==> src/rtl/dm_pkg.sv <==
// dm_pkg: shared types and constants for the data memory controller.
// Holds the FSM encoding, command bit encoding and default widths.
package dm_pkg;

    typedef enum logic [1:0] {
        IDLE,
        BUSY,
        RESP
    } state_e;

    localparam logic CMD_READ  = 1'b0;
    localparam logic CMD_WRITE = 1'b1;

    localparam int ADDR_W_DEF = 8;
    localparam int DATA_W_DEF = 8;
    localparam int WAIT_W     = 4;

endpackage

==> src/rtl/dm_ram.sv <==
// dm_ram: synchronous single-port array, registered read, no reset.
// Read data only changes on an enabled read, so it holds between reads.
module dm_ram #(
    parameter int ADDR_W = 8,
    parameter int DATA_W = 8
) (
    input  logic              clk,
    input  logic              we,
    input  logic              en,
    input  logic [ADDR_W-1:0] addr,
    input  logic [DATA_W-1:0] wdata,
    output logic [DATA_W-1:0] rdata
);

    logic [DATA_W-1:0] mem [2**ADDR_W];

    always_ff @(posedge clk) begin
        if (en) begin
            if (we) begin
                mem[addr] <= wdata;
            end else begin
                rdata <= mem[addr];
            end
        end
    end

endmodule

==> src/rtl/data_mem_ctrl.sv <==
// data_mem_ctrl: valid/ready data memory front end with programmable wait states.
// Accepted commands are latched, delayed WAIT_STATES cycles, then applied to dm_ram.
module data_mem_ctrl
    import dm_pkg::*;
#(
    parameter int ADDR_W      = ADDR_W_DEF,
    parameter int DATA_W      = DATA_W_DEF,
    parameter int WAIT_STATES = 2
) (
    input  logic              clk,
    input  logic              rst_n,
    input  logic              cmd_valid,
    input  logic              cmd_we,
    input  logic [ADDR_W-1:0] cmd_addr,
    input  logic [DATA_W-1:0] cmd_wdata,
    output logic              cmd_ready,
    output logic              rsp_valid,
    output logic [DATA_W-1:0] rdata,
    output logic              rdata_oe
);

    localparam logic [WAIT_W-1:0] WAIT_INIT = WAIT_W'(WAIT_STATES);

    state_e            state_q, state_d;
    logic [WAIT_W-1:0] cnt_q, cnt_d;
    logic              we_q, we_d;
    logic [ADDR_W-1:0] addr_q, addr_d;
    logic [DATA_W-1:0] wdata_q, wdata_d;
    logic [DATA_W-1:0] rdata_q, rdata_d;
    logic [DATA_W-1:0] ram_rdata;
    logic              access;
    logic              ram_en;
    logic              rd_resp;

    always_comb begin
        state_d = state_q;
        cnt_d   = cnt_q;
        we_d    = we_q;
        addr_d  = addr_q;
        wdata_d = wdata_q;
        rdata_d = rdata_q;
        access  = 1'b0;
        unique case (state_q)
            IDLE: begin
                if (cmd_valid) begin
                    we_d    = cmd_we;
                    addr_d  = cmd_addr;
                    wdata_d = cmd_wdata;
                    cnt_d   = WAIT_INIT;
                    state_d = BUSY;
                end
            end
            BUSY: begin
                if (cnt_q != '0) begin
                    cnt_d = cnt_q - 1'b1;
                end else begin
                    access  = 1'b1;
                    state_d = RESP;
                end
            end
            RESP: begin
                if (we_q == CMD_READ) begin
                    rdata_d = ram_rdata;
                end
                state_d = IDLE;
            end
            default: state_d = IDLE;
        endcase
    end

    // A reset on the access edge must keep the array untouched.
    assign ram_en    = access & rst_n;
    assign rd_resp   = (state_q == RESP) && (we_q == CMD_READ);
    assign cmd_ready = (state_q == IDLE);
    assign rsp_valid = (state_q == RESP);
    assign rdata_oe  = rd_resp;
    assign rdata     = rd_resp ? ram_rdata : rdata_q;

    dm_ram #(
        .ADDR_W(ADDR_W),
        .DATA_W(DATA_W)
    ) u_ram (
        .clk  (clk),
        .we   (we_q),
        .en   (ram_en),
        .addr (addr_q),
        .wdata(wdata_q),
        .rdata(ram_rdata)
    );

    always_ff @(posedge clk) begin
        if (!rst_n) begin
            state_q <= IDLE;
            cnt_q   <= '0;
            we_q    <= CMD_READ;
            addr_q  <= '0;
            wdata_q <= '0;
            rdata_q <= '0;
        end else begin
            state_q <= state_d;
            cnt_q   <= cnt_d;
            we_q    <= we_d;
            addr_q  <= addr_d;
            wdata_q <= wdata_d;
            rdata_q <= rdata_d;
        end
    end

endmodule

==> config.mk <==
export PLATFORM = sky130hd
export DESIGN_NAME = data_mem_ctrl
export DESIGN_NICKNAME = d
export VERILOG_FILES = /design/src/rtl/dm_pkg.sv /design/src/rtl/dm_ram.sv /design/src/rtl/data_mem_ctrl.sv
export SDC_FILE = /design/constraint.sdc
export NUM_CORES = 2
export LEC_CHECK = 0
export BUFFER_PORTS_ARGS = -buffer_cell sky130_fd_sc_hd__clkbuf_2
export CAP_MARGIN = 10
export CORE_MARGIN = 4
export CORE_UTILIZATION = 40
export CTS_BUF_LIST = sky130_fd_sc_hd__clkbuf_4 sky130_fd_sc_hd__clkbuf_8 sky130_fd_sc_hd__clkbuf_16
export DETAILED_ROUTE_END_ITERATION = 8
export MAX_ROUTING_LAYER = met4
export PLACE_DENSITY = 0.58
export SLEW_MARGIN = 15
export SYNTH_ARGS = -nofsm -noshare
export SYNTH_HDL_FRONTEND = slang
export SYNTH_SLANG_ARGS = --single-unit
==> constraint.sdc <==
create_clock -name clk -period 5.4 [get_ports clk]
set_clock_uncertainty 0.05 [all_clocks]
set_input_delay 0.81 -clock clk [delete_from_list [all_inputs] [get_ports clk]]
set_output_delay 0.81 -clock clk [all_outputs]
set_load 0.02 [all_outputs]
Word level (Yosys, flattened, before mapping)
Memories as Yosys holds them, arrays and structs flattened. A register that Yosys moved wholly into a read port is not among the register bits.
Cells that the tools add are included.
Storage, ports and cells
  memory bits (read-only): 0
  bits of input ports: 20
  memory bits (writable): 2048
  memories kept: 1
  output and inout bits: 11
  word-level logic and storage cells: 36
  register bits: 31
  bits in latches: 0
Operators by class
  $lt $le $gt $ge: 0
  multiplexer cells: 12
  reduce and logical (&&, ||, !) cells: 9
  bitwise gates (word level): 2
  multiply operators: 0
  equal/unequal tests: 5
  div/mod/pow operators: 0
  add/sub/neg operators: 1
  shift operators: 0
Memories
  u_ram.mem: depth 256, bits a word 8, rd ports 1, clocked after memory_dff 1, wr ports 1, RTL line dm_ram.sv:15  | logic [DATA_W-1:0] mem [2**ADDR_W];
Operator list (number)
  $mux W4: 2
  $mux W8: 1
  $pmux W4 S2: 1
  $reduce_and A2 Y1: 4
  $ne A2 B2 Y1 const B: 3
  $mux W1: 5
  $mux W2: 2
  $pmux W2 S2: 1
  $reduce_bool A4 Y1: 1
  $sub A4 B1 Y4 const B: 1
  $reduce_and A3 Y1: 1
  $eq A2 B1 Y1 const B: 1
  $eq A2 B2 Y1 const B: 1
  $logic_not A2 Y1: 1
  $reduce_bool A2 Y1: 1
  $and A1 B1 Y1: 1
  $logic_and A1 B1 Y1: 1
  $not A1 Y1: 1

Logic depth before layout (Yosys ltp)
  depth after elaboration: 6
  gate-level depth with buffers: 9

Modules after synthesis
A second synthesis with hierarchy kept.
Unflattened totals
  cell total of the unflattened synthesis: 3663
  area total of the unflattened synthesis: 79672.7 µm²
By module, submodules not included
  dm_ram: times used 1, cells each 3526, sequential area each 61739.2 µm², area each 78376.4 µm²
  data_mem_ctrl: times used 1, cells each 137, sequential area each 620.6 µm², area each 1296.2 µm²

Worst setup path after synthesis
No wires, ideal clock.
  path kind: reg2reg
  from: reg wdata_q[0]
  to: mem u_ram.mem[0][0], data pin
  clock period less this slack: 4.303 ns
  stages on the path, launching flop included: 1
  path buffers: 0
  setup slack: 1.097 ns
  data arrival time: 3.397 ns
  cell sequence: dfxtp_1
RTL lines
  from (decl): RTL line data_mem_ctrl.sv:28  | logic [DATA_W-1:0] wdata_q, wdata_d;
  from (signal assigned): RTL line data_mem_ctrl.sv:104  | wdata_q <= wdata_d;
  to (decl): RTL line dm_ram.sv:15
No word-level cell before the write port.

==> results.md <==
* Switching share of power at 0.214
* First-pass GRT wire length at approximately 280,000 um
* GR Util All Layers at 0.195
* Cell at the slowest stage of the critical path: dfxtp_4
* Most common cell in the synthesized netlist: edfxtp_1
* Share of layout cells above drive strength 1 at 0.263
* Sequential share of the synthesized area at 0.782
* Internal power at between 20 and 30 mW
* Critical Path RT at between 5000 and 6000 ps
* Outcome: completed
* Worst-path fanout max at 80
* Vias/cell at between 5 and 6
* RSZ-0062 raised after global routing: no
* Clk sinks at 2,087
* Synth Area per Inst at between 20 and 25 um^2
* Bufs on Longest Clock Path at 3
* H-tree depth at 4
* Row Count at ~160
* Crit end category: flop
* Vias in the first global route at between 30,000 and 40,000
* Clock buffer count from CTS at around 200
* Initial antenna violation count at 2
* Area contributors post-synth: edfxtp_1 77%, mux4_2 14%, a22oi_1 2.4%
* Sw Pwr at roughly 7.2 mW
* Synthesized area at around 80,000 um^2
* Comb pwr share at 0.051
* Number of synthesized register bits at about 2,100
* Die X at roughly 450 um
* Final Hold Viols at 0
* # hold bufs at CTS at 0
* Max Cap Violations at 0
* Area growth syn-to-layout at 12.7%
* Final HPWL DP at 110,000 um
* Hold crit path type: input port to flop
* Crit-path cells: buf_12 -> mux4_2 -> a22oi_1 -> a21oi_1 -> o41ai_2 -> nand4_1
* Area of the core at slightly below 200,000 um^2
* R2R setup slack at roughly 1300 ps
* Post-route ant nets at 0
* Commonest cells post-synth: 2,056 x edfxtp_1, 512 x mux4_2, 263 x nor2_1
* Synth top area share at 0.774
* First drt pass iteration count at 6
* Setup crit start kind: flop
* Ports at 31
* Min Tclk post-route at 4120 ps
* Root buffer cell: clkbuf_16
* Synth async-reset ratio at 0
* Worst setup path class: flop to flop
* Core Util, Final at 0.455
* Slew HR at 0.153
* Seq pwr share at 0.531
* Largest net degree at the start of global routing at 173
* DRT Wirelength at 196,000 um
* Final nets at roughly 3,800
* Port-buffer cells at 30
* Max incr delay on CP at about 870 ps
* Post-synth EDFFs at slightly above 2,000
* Worst skew pair latency at just over 800 ps
* P_leak at ~28 nW
* Main synth FF type: edfxtp_1
* Cells after Synth at about 3,700
* Die Y at 455 um
* # setup viols final at 0
* VDD IR max at ~250 uV
* Leading area contributor after synthesis: edfxtp_1
* Drt drc at 0
* Number of synthesis warnings at 0
* Max frequency at between 0.2 and 0.25 GHz
* Initial Utilization at 0.403
* Slew of the pin with the lowest slew margin at 1270 ps
* Grt total ovfl at 0
* Routability cong. at a little under 0.8
* CTS resizes at 0
* Period utilization at 0.763
* Vias post-DR at 37,500
* Max-slew violations at 0
* FILL cells at about 16,000
* Routed len/inst at between 20 and 30 um
* Worst-path clk slew at around 60 ps
* DR iter-0 viols at between 4,000 and 5,000
* Clock power frac at 0.418
* Arrival time at the worst endpoint at approximately 4600 ps
* Syn_nets at 3,683
* Post-Route Setup TNS at 0 ps
* Die area at 207,000 um^2
* CTS tree: done
* PD cells at between 300 and 400 nW/um^2
* Setup Buffers After CTS at 0
* Yosys cell types at 33
## metrics by stage
step                      power [mW]  instance area (um^2)  setup slack (ps)  cells  hold WS (ps)
final                           33.9                 89900              1280   6584           161
after global routing            34.9                 89900              1040   6583           145
after CTS                       34.1                 89900              1200   6581           104
after detailed placement        20.1                 83300              1210   6202           464
after global placement          20.1                 83300              1240   6202           458
after floorplan                 19.5                 79800              1100   3661           424
## worst max-delay path, delay by kind of cell, from the launching register on
family          cells  cell delay (ps)
flops               1              870
simple gates        1              170
buf+inv             1              530
compound gates      3             1400
mux                 1              600
## power groups by stage
stage | Sequential, mW | Clock (mW) | Combinational [mW]
3_3_place_gp | 18.4 | 0 | 1.74
5_1_grt | 18.0 | 15.1 | 1.84
6_report | 18.0 | 14.2 | 1.73
4_1_cts | 18.0 | 14.4 | 1.75
2_1_floorplan | 18.5 | 0 | 1.00
3_5_place_dp | 18.4 | 0 | 1.75
## placed cells by master (no fill, tap or decap), types with 3 or more instances in the layout
cell type   Yosys  routed
edfxtp_1     2056    2056
mux4_2        512     512
nor2_1        263     260
a22oi_1       256     256
clkbuf_16       0     212
a21oi_1       129     129
buf_4          13      88
clkinv_1        0      51
nand2_1        66      49
clkbuf_4        0      42
clkinv_2        0      40
clkbuf_2        0      30
dfxtp_1        31      21
a21boi_0       18      18
buf_12          0      18
nand2_2         0      17
o41ai_1        17      17
bufinv_16       0      16
o41ai_2        15      15
and2_1         12      11
dfxtp_4         0      10
nor2b_1        11       9
clkinvlp_4      0       9
mux2_2          8       8
nand4_1         8       8
nand3_1         5       5
inv_6           0       4
diode_2         0       3
## cell families (layout without fill, tap and decap cells)
logic type	Yosys count	in the layout	synth area share
flip-flops	2087	2087	0.782
multiplexers	520	520	0.146
AO/OA/AOI/OAI	437	437	0.0390
AND/OR/NAND/NOR	376	376	0.0193
buffers and inverters	237	517	0.0138
adder cells (fa/ha/maj)	2	2	0.000314
XOR/XNOR	2	2	0.000220
other	0	3	0
## routing by layer
| layer | GRT usage | vias up | routed length (um) |
|---|---|---|---|
| met1 | 0.265 | 20200 | 81700 |
| met3 | 0.0335 | 285 | 12500 |
| met2 | 0.304 | 1396 | 95600 |
| met5 | - | - | 0 |
| met4 | 0.0593 | 0 | 5830 |
| li1 | - | 15700 | - |
## sequential cells by signal, summed over array words and instances, names as in the netlist
signal	count
addr_q	8
cnt_q	4
rdata_q	8
state_q	2
u_ram.mem	2048
u_ram.rdata	8
wdata_q	8
we_q	1
## area by class of cell
type	instances	area [um^2]	area share
Sequential cell	2087	62400	0.694
Multi-Input combinational cell	1337	16400	0.182
Clock buffer	255	5630	0.0626
Tap cell	2640	3300	0.0367
Timing Repair Buffer	136	1170	0.0130
Clock inverter	124	1030	0.0114
Inverter	2	7.51	0.0000835
Antenna cell	3	7.51	0.0000835
## worst paths after layout
check	start	to	cells past startpoint
min	cmd_wdata[5]	wdata_q[5]	3
max	addr_q[0]	u_ram.rdata[2]	6
min reg2reg	cnt_q[3]	cnt_q[3]	2
max reg2reg	addr_q[0]	u_ram.rdata[2]	6
(Power assumes the default switching activity.)
